`config.mk`:
```
export PLATFORM = sky130hd
export DESIGN_NAME = div_secuencial
export DESIGN_NICKNAME = d
export VERILOG_FILES = /design/src/rtl/div_secuencial.sv
export SDC_FILE = /design/constraint.sdc
export NUM_CORES = 1
export LEC_CHECK = 0
export BUFFER_PORTS_ARGS = -buffer_cell sky130_fd_sc_hd__buf_2
export CAP_MARGIN = 20
export CORE_ASPECT_RATIO = 0.6
export CORE_UTILIZATION = 40
export DETAILED_ROUTE_END_ITERATION = 7
export SETUP_SLACK_MARGIN = 0.1
export SLEW_MARGIN = 15
export SYNTH_ARGS = -nofsm -noshare
export SYNTH_HDL_FRONTEND = slang
export SYNTH_SLANG_ARGS = --single-unit
```
`constraint.sdc`:
```
create_clock -name clk -period 6.4 [get_ports clk]
set_input_delay 0 -clock clk [delete_from_list [all_inputs] [get_ports clk]]
set_output_delay 0 -clock clk [all_outputs]
set_load 0.02 [all_outputs]
```
`src/rtl/div_secuencial.sv`:
```
// Sequential restoring divider for RV32 DIV/DIVU/REM/REMU: operands are latched as magnitudes,
// one quotient bit is resolved per cycle, and signs are restored in a final adjust cycle.

module fn_suma_resta #(
  parameter int ANCHO = 33
) (
  input  logic [ANCHO-1:0] a,
  input  logic [ANCHO-1:0] b,
  input  logic             resta,
  output logic [ANCHO-1:0] Y
);
  assign Y = resta ? (a - b) : (a + b);
endmodule

module div_secuencial #(
  parameter int ANCHO = 32,
  parameter int ITER  = 32
) (
  input  logic             clk,
  input  logic             reset,
  input  logic             inicio,
  input  logic             con_signo,
  input  logic [ANCHO-1:0] a,
  input  logic [ANCHO-1:0] b,
  output logic             ocupado,
  output logic             valido,
  output logic [ANCHO-1:0] cociente,
  output logic [ANCHO-1:0] resto
);
  localparam int CNT_W = $clog2(ITER);

  typedef enum logic [1:0] {INACTIVO, CALCULO, AJUSTE} estado_t;

  estado_t          r_estado;
  estado_t          w_estado_sig;
  logic [CNT_W-1:0] r_cnt;
  logic [ANCHO-1:0] r_rem;
  logic [ANCHO-1:0] r_q;
  logic [ANCHO-1:0] r_div;
  logic [ANCHO-1:0] r_a_orig;
  logic             r_sq;
  logic             r_sr;
  logic             r_cero;
  logic             r_valido;
  logic [ANCHO-1:0] r_cociente;
  logic [ANCHO-1:0] r_resto;

  logic             w_sa;
  logic             w_sb;
  logic [ANCHO:0]   w_rem_sh;
  logic [ANCHO:0]   w_dif;
  logic             w_acepta;
  logic             w_cnt_fin;

  function automatic logic [ANCHO-1:0] neg_cond(input logic [ANCHO-1:0] x, input logic n);
    return n ? (~x + 1'b1) : x;
  endfunction

  assign w_sa      = con_signo & a[ANCHO-1];
  assign w_sb      = con_signo & b[ANCHO-1];
  assign w_rem_sh  = {r_rem, r_q[ANCHO-1]};
  assign w_acepta  = ~w_dif[ANCHO];
  assign w_cnt_fin = (r_cnt == CNT_W'(ITER - 1));

  fn_suma_resta #(.ANCHO(ANCHO + 1)) u_resta (
    .a     (w_rem_sh),
    .b     ({1'b0, r_div}),
    .resta (1'b1),
    .Y     (w_dif)
  );

  always_comb begin
    w_estado_sig = r_estado;
    case (r_estado)
      INACTIVO: if (inicio) w_estado_sig = CALCULO;
      CALCULO:  if (w_cnt_fin) w_estado_sig = AJUSTE;
      AJUSTE:   w_estado_sig = INACTIVO;
      default:  w_estado_sig = INACTIVO;
    endcase
  end

  always_ff @(posedge clk) begin
    if (reset) r_estado <= INACTIVO;
    else       r_estado <= w_estado_sig;
  end

  always_ff @(posedge clk) begin
    if (reset) begin
      r_cnt      <= '0;
      r_valido   <= 1'b0;
      r_cociente <= '0;
      r_resto    <= '0;
    end else begin
      r_valido <= (r_estado == AJUSTE);
      case (r_estado)
        INACTIVO: if (inicio) r_cnt <= '0;
        CALCULO:  r_cnt <= r_cnt + 1'b1;
        AJUSTE: begin
          // Divide-by-zero returns all-ones and the untouched dividend, never sign-corrected
          if (r_cero) begin
            r_cociente <= '1;
            r_resto    <= r_a_orig;
          end else begin
            r_cociente <= neg_cond(r_q, r_sq);
            r_resto    <= neg_cond(r_rem, r_sr);
          end
        end
        default: r_cnt <= '0;
      endcase
    end
  end

  always_ff @(posedge clk) begin
    if (r_estado == INACTIVO && inicio) begin
      r_q      <= neg_cond(a, w_sa);
      r_div    <= neg_cond(b, w_sb);
      r_rem    <= '0;
      r_sq     <= w_sa ^ w_sb;
      r_sr     <= w_sa;
      r_cero   <= (b == '0);
      r_a_orig <= a;
    end else if (r_estado == CALCULO) begin
      r_rem <= w_acepta ? w_dif[ANCHO-1:0] : w_rem_sh[ANCHO-1:0];
      r_q   <= {r_q[ANCHO-2:0], w_acepta};
    end
  end

  assign ocupado  = (r_estado != INACTIVO);
  assign valido   = r_valido;
  assign cociente = r_cociente;
  assign resto    = r_resto;
endmodule

```
# After elaboration in Yosys (flattened, before gate mapping)
# Index checks and enable logic that the tools add are counted.
# classes
n_mux	14
reduce_logical	7
bitwise	9
eq_ne	5
n_addsub	6
# op_table
op	n
2-to-1 mux 32 bit	9
adder 32 x 1 -> 32 bit, second input constant	4
inverter 32 bit	4
subtractor 33 x 32 -> 33 bit	1
zero test 32 bit	1
one-hot mux 5 bit (3 select lines)	1
adder 5 x 1 -> 5 bit, second input constant	1
== test 5 bit, second input constant	1
2-to-1 mux 5 bit	1
2-to-1 mux 2 bit	2
!= test 2 bit, second input constant	2
one-hot mux 2 bit (2 select lines)	1
AND reduction 2 bit	2
nonzero test 2 bit	2
AND 1 bit	2
== test 2 x 1 -> 1 bit, second input constant	1
== test 2 bit, second input constant	1
zero test 2 bit	1
inverter 1 bit	2
logical AND 1 bit	1
bitwise XOR 1 bit	1
# word_totals
out_inout_bits	66
input_bits	68
word_cells	53
ff_bits	203

# Depth between registers and ports, before layout
# logic_depth
depth_word	4
depth_mapped	13
mapped_depth_nobuf	11

# Cells and area by module
# A second synthesis with hierarchy kept.
# hier_totals
hier_cells	1479
area_unflattened_um2	12976.2
# modules_own_cells
mod	seq_area_each_um2	n_inst	area_per_inst_um2	cells_each
div_secuencial	5054.8	1	10438.8	1110
fn_suma_resta	0.0	1	2537.4	369

# Worst setup path after synthesis
# OpenSTA, ideal clock, no wires.
# synth_timing
path_kind	register -> register
start	register r_estado[0]
end	register r_q[22], data pin
path_slack_ns	2.705
path_buffers	3
setup_time_ns	0.367
t_arrival_ns	3.328
t_required_ns	6.033
stages_incl_launch_ff	7
period_less_slack_ns	3.695
cell_sequence	dfxtp_1 -> clkbuf_1 -> or2_2 -> nor2_1 -> clkbuf_1 -> clkbuf_1 -> a21oi_1
# synth_via
elab_chain_cells	3
# synth_lines
item	line_no	text
start: declaration	34	estado_t r_estado;
start signal: assignment	84	else r_estado <= w_estado_sig;
zero test 2 bit	114	if (r_estado == INACTIVO && inicio) begin
logical AND 1 bit	114	
2-to-1 mux 32 bit	114	
end signal: assignment	115	r_q <= neg_cond(a, w_sa);
end signal: assignment	124	r_q <= {r_q[ANCHO-2:0], w_acepta};
end: declaration	38	logic [ANCHO-1:0] r_q;
# Every way passes these cells.
# A chain may end at the register's enable or synchronous reset.

# Worst setup path in the final report
# layout_timing
start	register r_rem[0]
end	register r_rem[5]
# layout_via
elab_chain_cells	2
# layout_lines
item	line_no	text
start: declaration	37	logic [ANCHO-1:0] r_rem;
start signal: assignment	123	r_rem <= w_acepta ? w_dif[ANCHO-1:0] : w_rem_sh[ANCHO-1:0];
subtractor 33 x 32 -> 33 bit	12	assign Y = resta ? (a - b) : (a + b);
2-to-1 mux 32 bit	123	
# Every way passes these cells.

==> results.cfg <==
[run_status]
status = complete, no violations

[routing]
top_layer = met5
drt-met1-wl_um = 16600
via_per_inst = 5.48
totalWireLength_um = 32400
met3WireLength_um = 1970
wire_per_inst_um = 17.5
drc_errors = 0
drt_iter0_markers = 826
met2RoutedLength_um = 13300
route.antenna.remaining_nets = 0
drt_pass1_iterations = 5
vias = 10100

[grt]
grt_max_degree = 89
grt_antenna_before_repair = 1
groute.usage.overall_pct = 21.8
via_count_of_the_first_global_routing_pass = 9611
globalRoute.totalOverflow = 0
grt_first_pass_wirelength_um = 52200

[min_path]
min_path_type = input port to flip-flop
worstHoldEndpoint = r_cnt[3]
hold-path-cell-count = 4
hold_start = inicio

[layout]
antenna_cells_inserted = 0
layout.area.seq_mm2 = 0.00505
finish.cell_count_without_fillers = 1848
multi_input_comb_area_mm2 = 0.00616
drive_above_1_share_pct = 13.6
utilization_pct = 50.2
n_fill_cell = 2668
layout-area-overhead-vs-synth_pct = 21.1
fin_nets = 1574

[sta]
grt_setup_unrepaired = no
finalSetupViolations = 0
final_min_period_over_clock_period_pct = 57.7
skew_ps = 12.3
layout_min_cycle_time_ps = 3700
worst_pin_slew_ps = 1100
finalMaxSlewViolations = 0
slew_headroom_pct = 26.2
hold_viol_final = 0
finalSetupTns_ps = 0
clock.fmax_ghz = 0.271
setup_slack_ps = 2700

[power_and_ir_drop]
peakVddDrop_mv = 0.158
pwr_density_cell_mw_per_mm2 = 226
total_leakage_power_nw = 5.73
totalPowerFinal_mw = 3.18

[placement]
post-place-cells = 1732
gpl.final_weighted_congestion = 0.840
detailedPlacementHpwl_um = 23500
pre_cts_slack_ps = 2450
io_buffer_count = 133

[logic_synthesis]
synth-seq-cells = 203
synthArstFlopShare_pct = 0
synthesis.area_mm2 = 0.0117
synthesis.instances = 1282
synth_fp_nets = 1389
yosys_warnings = 0
syn_area_per_cell_um2 = 9.09
ys_dominant_reg_cell = sky130_fd_sc_hd__dfxtp_1
number_of_distinct_standard_cells_referenced_by_the_synthesized_netlist = 76
synth_enable_flop_cells = 99
yosysSeqAreaShare_pct = 43.4

[critical_path]
worst_ep_arrival_time_ps = 4140
r2r_cells = 11
r2r-start = r_rem[0]
setup.reg_to_reg.worst_slack_ps = 2700
worstSetupPathType = flip-flop to flip-flop
cp_startpoint_kind = flip-flop
cp_max_fo = 17
critPathCaptureType = flip-flop
r2r-end = r_rem[5]
crit_required_ps = 6850

[cts]
worst_setup_hold_path_clk_slew_ps = 70
cts_buffer_depth = 3
cts_tree = done
number_of_h_tree_levels = 1
clkSinkCount = 203
clk-insertion-delay-late_ps = 510
cts_root_buf = sky130_fd_sc_hd__clkbuf_16
cts_buffers = 21
cts-resized-gates = 0

[die]
die-height_um = 134
core.rowCount = 47
start_util_pct = 41.5
die_x_um = 222
core_mm2 = 0.0281
fp.dieArea_mm2 = 0.0298
io_pins = 134

[job]
cap_viol_max_count = 0
==> what timing repair did <==
| action | 4_1_cts | 5_1_grt |
|---|---|---|
| setup buffers | 0 | 0 |
| hold endpoints to repair | 97 | 0 |
| setup endpoints to repair | 0 | 0 |
| hold buffers | 77 | 0 |
==> worst max-delay path by stage <==
stage,startpoint,depth (start not counted),endpoint
floorplan,r_estado[0],6,r_q[22]
global placement,r_q[31],11,r_rem[27]
detailed placement,r_rem[0],10,r_rem[7]
CTS,r_q[31],11,r_rem[5]
global route,r_rem[0],11,r_rem[5]
finish,r_rem[0],11,r_rem[5]
==> per-layer routing <==
metal,vias to the layer above,global-route usage (%)
li1,5001,-
met1,4847,33.4
met2,255,32.0
met3,31,3.68
met4,2,3.56
met5,-,3.39
==> Yosys cell counts (27+ instances only) <==
cell / number / area, um^2
sky130_fd_sc_hd__ha_1: 38 / 475
sky130_fd_sc_hd__o21ai_0: 68 / 340
sky130_fd_sc_hd__clkbuf_1: 53 / 199
sky130_fd_sc_hd__nor2_1: 141 / 529
sky130_fd_sc_hd__xnor2_1: 65 / 569
sky130_fd_sc_hd__a211oi_1: 27 / 203
sky130_fd_sc_hd__edfxtp_1: 99 / 2970
sky130_fd_sc_hd__a221o_1: 29 / 290
sky130_fd_sc_hd__a21oi_1: 111 / 556
sky130_fd_sc_hd__dfxtp_1: 104 / 2080
sky130_fd_sc_hd__xor2_1: 82 / 718
sky130_fd_sc_hd__inv_1: 54 / 203
sky130_fd_sc_hd__nand2_1: 129 / 484
==> critical path: stages, from the launching register on <==
cell and delay [ps]:
sky130_fd_sc_hd__dfxtp_1 440, sky130_fd_sc_hd__inv_1 170, sky130_fd_sc_hd__fa_1 470, sky130_fd_sc_hd__nand2b_1 180
sky130_fd_sc_hd__a21o_1 180, sky130_fd_sc_hd__a31o_2 260, sky130_fd_sc_hd__o31ai_1 400, sky130_fd_sc_hd__o21a_1 320
sky130_fd_sc_hd__a211o_1 310, sky130_fd_sc_hd__and2_1 500, sky130_fd_sc_hd__buf_8 230, sky130_fd_sc_hd__a221o_1 160
==> power breakdown <==
group / total (mW) / switching, mW / internal (mW)
logic: 0.458 / 0.267 / 0.191
registers: 1.49 / 0.0502 / 1.44
clock network: 1.24 / 0.522 / 0.716
total: 3.18 / 0.840 / 2.34
==> layout make-up <==
class                           instances  area share [%]
Multi-Input combinational cell        962            43.6
Sequential cell                       203            35.8
Timing Repair Buffer                  224            11.0
Clock buffer                           32            4.45
Tap cell                              367            3.25
Inverter                               55            1.46
Clock inverter                          5           0.346
==> placed cells by master (no fill, tap or decap), types with 6 or more instances in the layout <==
| cell type | netlist | routed |
|---|---|---|
| sky130_fd_sc_hd__o21ai_0 | 68 | 68 |
| sky130_fd_sc_hd__dlygate4sd3_1 | 0 | 77 |
| sky130_fd_sc_hd__a21oi_1 | 111 | 111 |
| sky130_fd_sc_hd__nand2_1 | 129 | 129 |
| sky130_fd_sc_hd__or3_1 | 8 | 8 |
| sky130_fd_sc_hd__nor3_1 | 23 | 23 |
| sky130_fd_sc_hd__inv_1 | 54 | 54 |
| sky130_fd_sc_hd__a221o_1 | 29 | 29 |
| sky130_fd_sc_hd__o31ai_1 | 24 | 24 |
| sky130_fd_sc_hd__and3_1 | 9 | 9 |
| sky130_fd_sc_hd__buf_2 | 3 | 133 |
| sky130_fd_sc_hd__xnor2_1 | 65 | 65 |
| sky130_fd_sc_hd__clkbuf_1 | 53 | 6 |
| sky130_fd_sc_hd__a211oi_1 | 27 | 27 |
| sky130_fd_sc_hd__nor4_1 | 12 | 12 |
| sky130_fd_sc_hd__or4_1 | 11 | 11 |
| sky130_fd_sc_hd__xor2_1 | 82 | 82 |
| sky130_fd_sc_hd__dfxtp_1 | 104 | 104 |
| sky130_fd_sc_hd__ha_1 | 38 | 38 |
| sky130_fd_sc_hd__a21o_1 | 15 | 15 |
| sky130_fd_sc_hd__buf_4 | 2 | 12 |
| sky130_fd_sc_hd__a31oi_1 | 8 | 8 |
| sky130_fd_sc_hd__nand3_1 | 12 | 12 |
| sky130_fd_sc_hd__o22ai_1 | 10 | 10 |
| sky130_fd_sc_hd__clkbuf_16 | 0 | 22 |
| sky130_fd_sc_hd__edfxtp_1 | 99 | 99 |
| sky130_fd_sc_hd__o211ai_1 | 12 | 12 |
| sky130_fd_sc_hd__and2_1 | 19 | 19 |
| sky130_fd_sc_hd__nor2_1 | 141 | 139 |
| sky130_fd_sc_hd__nand2b_1 | 20 | 20 |
| sky130_fd_sc_hd__o41ai_1 | 14 | 14 |
==> flip-flops by register name, indices dropped and copies added (netlist names) <==
register	cells
r_a_orig	32
cociente	32
r_sq	1
r_estado	2
resto	32
r_cero	1
r_rem	32
r_q	32
r_sr	1
r_div	32
r_cnt	5
valido	1
==> through the flow <==
stage,hold slack (ps),instance area [um^2]
3_5_place_dp,225,12600
6_report,72.1,14100
4_1_cts,40.7,14100
3_3_place_gp,218,12600
5_1_grt,75.4,14100
2_1_floorplan,98.9,11700
==> cell families (layout without fill, tap and decap cells) <==
family / Yosys count / in the layout / share of synthesized area [%]
AO/OA/AOI/OAI: 354 / 354 / 20.0
XOR/XNOR: 147 / 147 / 11.0
adder cells (fa/ha/maj): 39 / 39 / 4.25
buffers and inverters: 117 / 316 / 3.93
flip-flops: 203 / 203 / 43.4
multiplexers: 5 / 5 / 0.429
AND/OR/NAND/NOR: 417 / 417 / 16.9
Power figures use the tool's default switching activity.
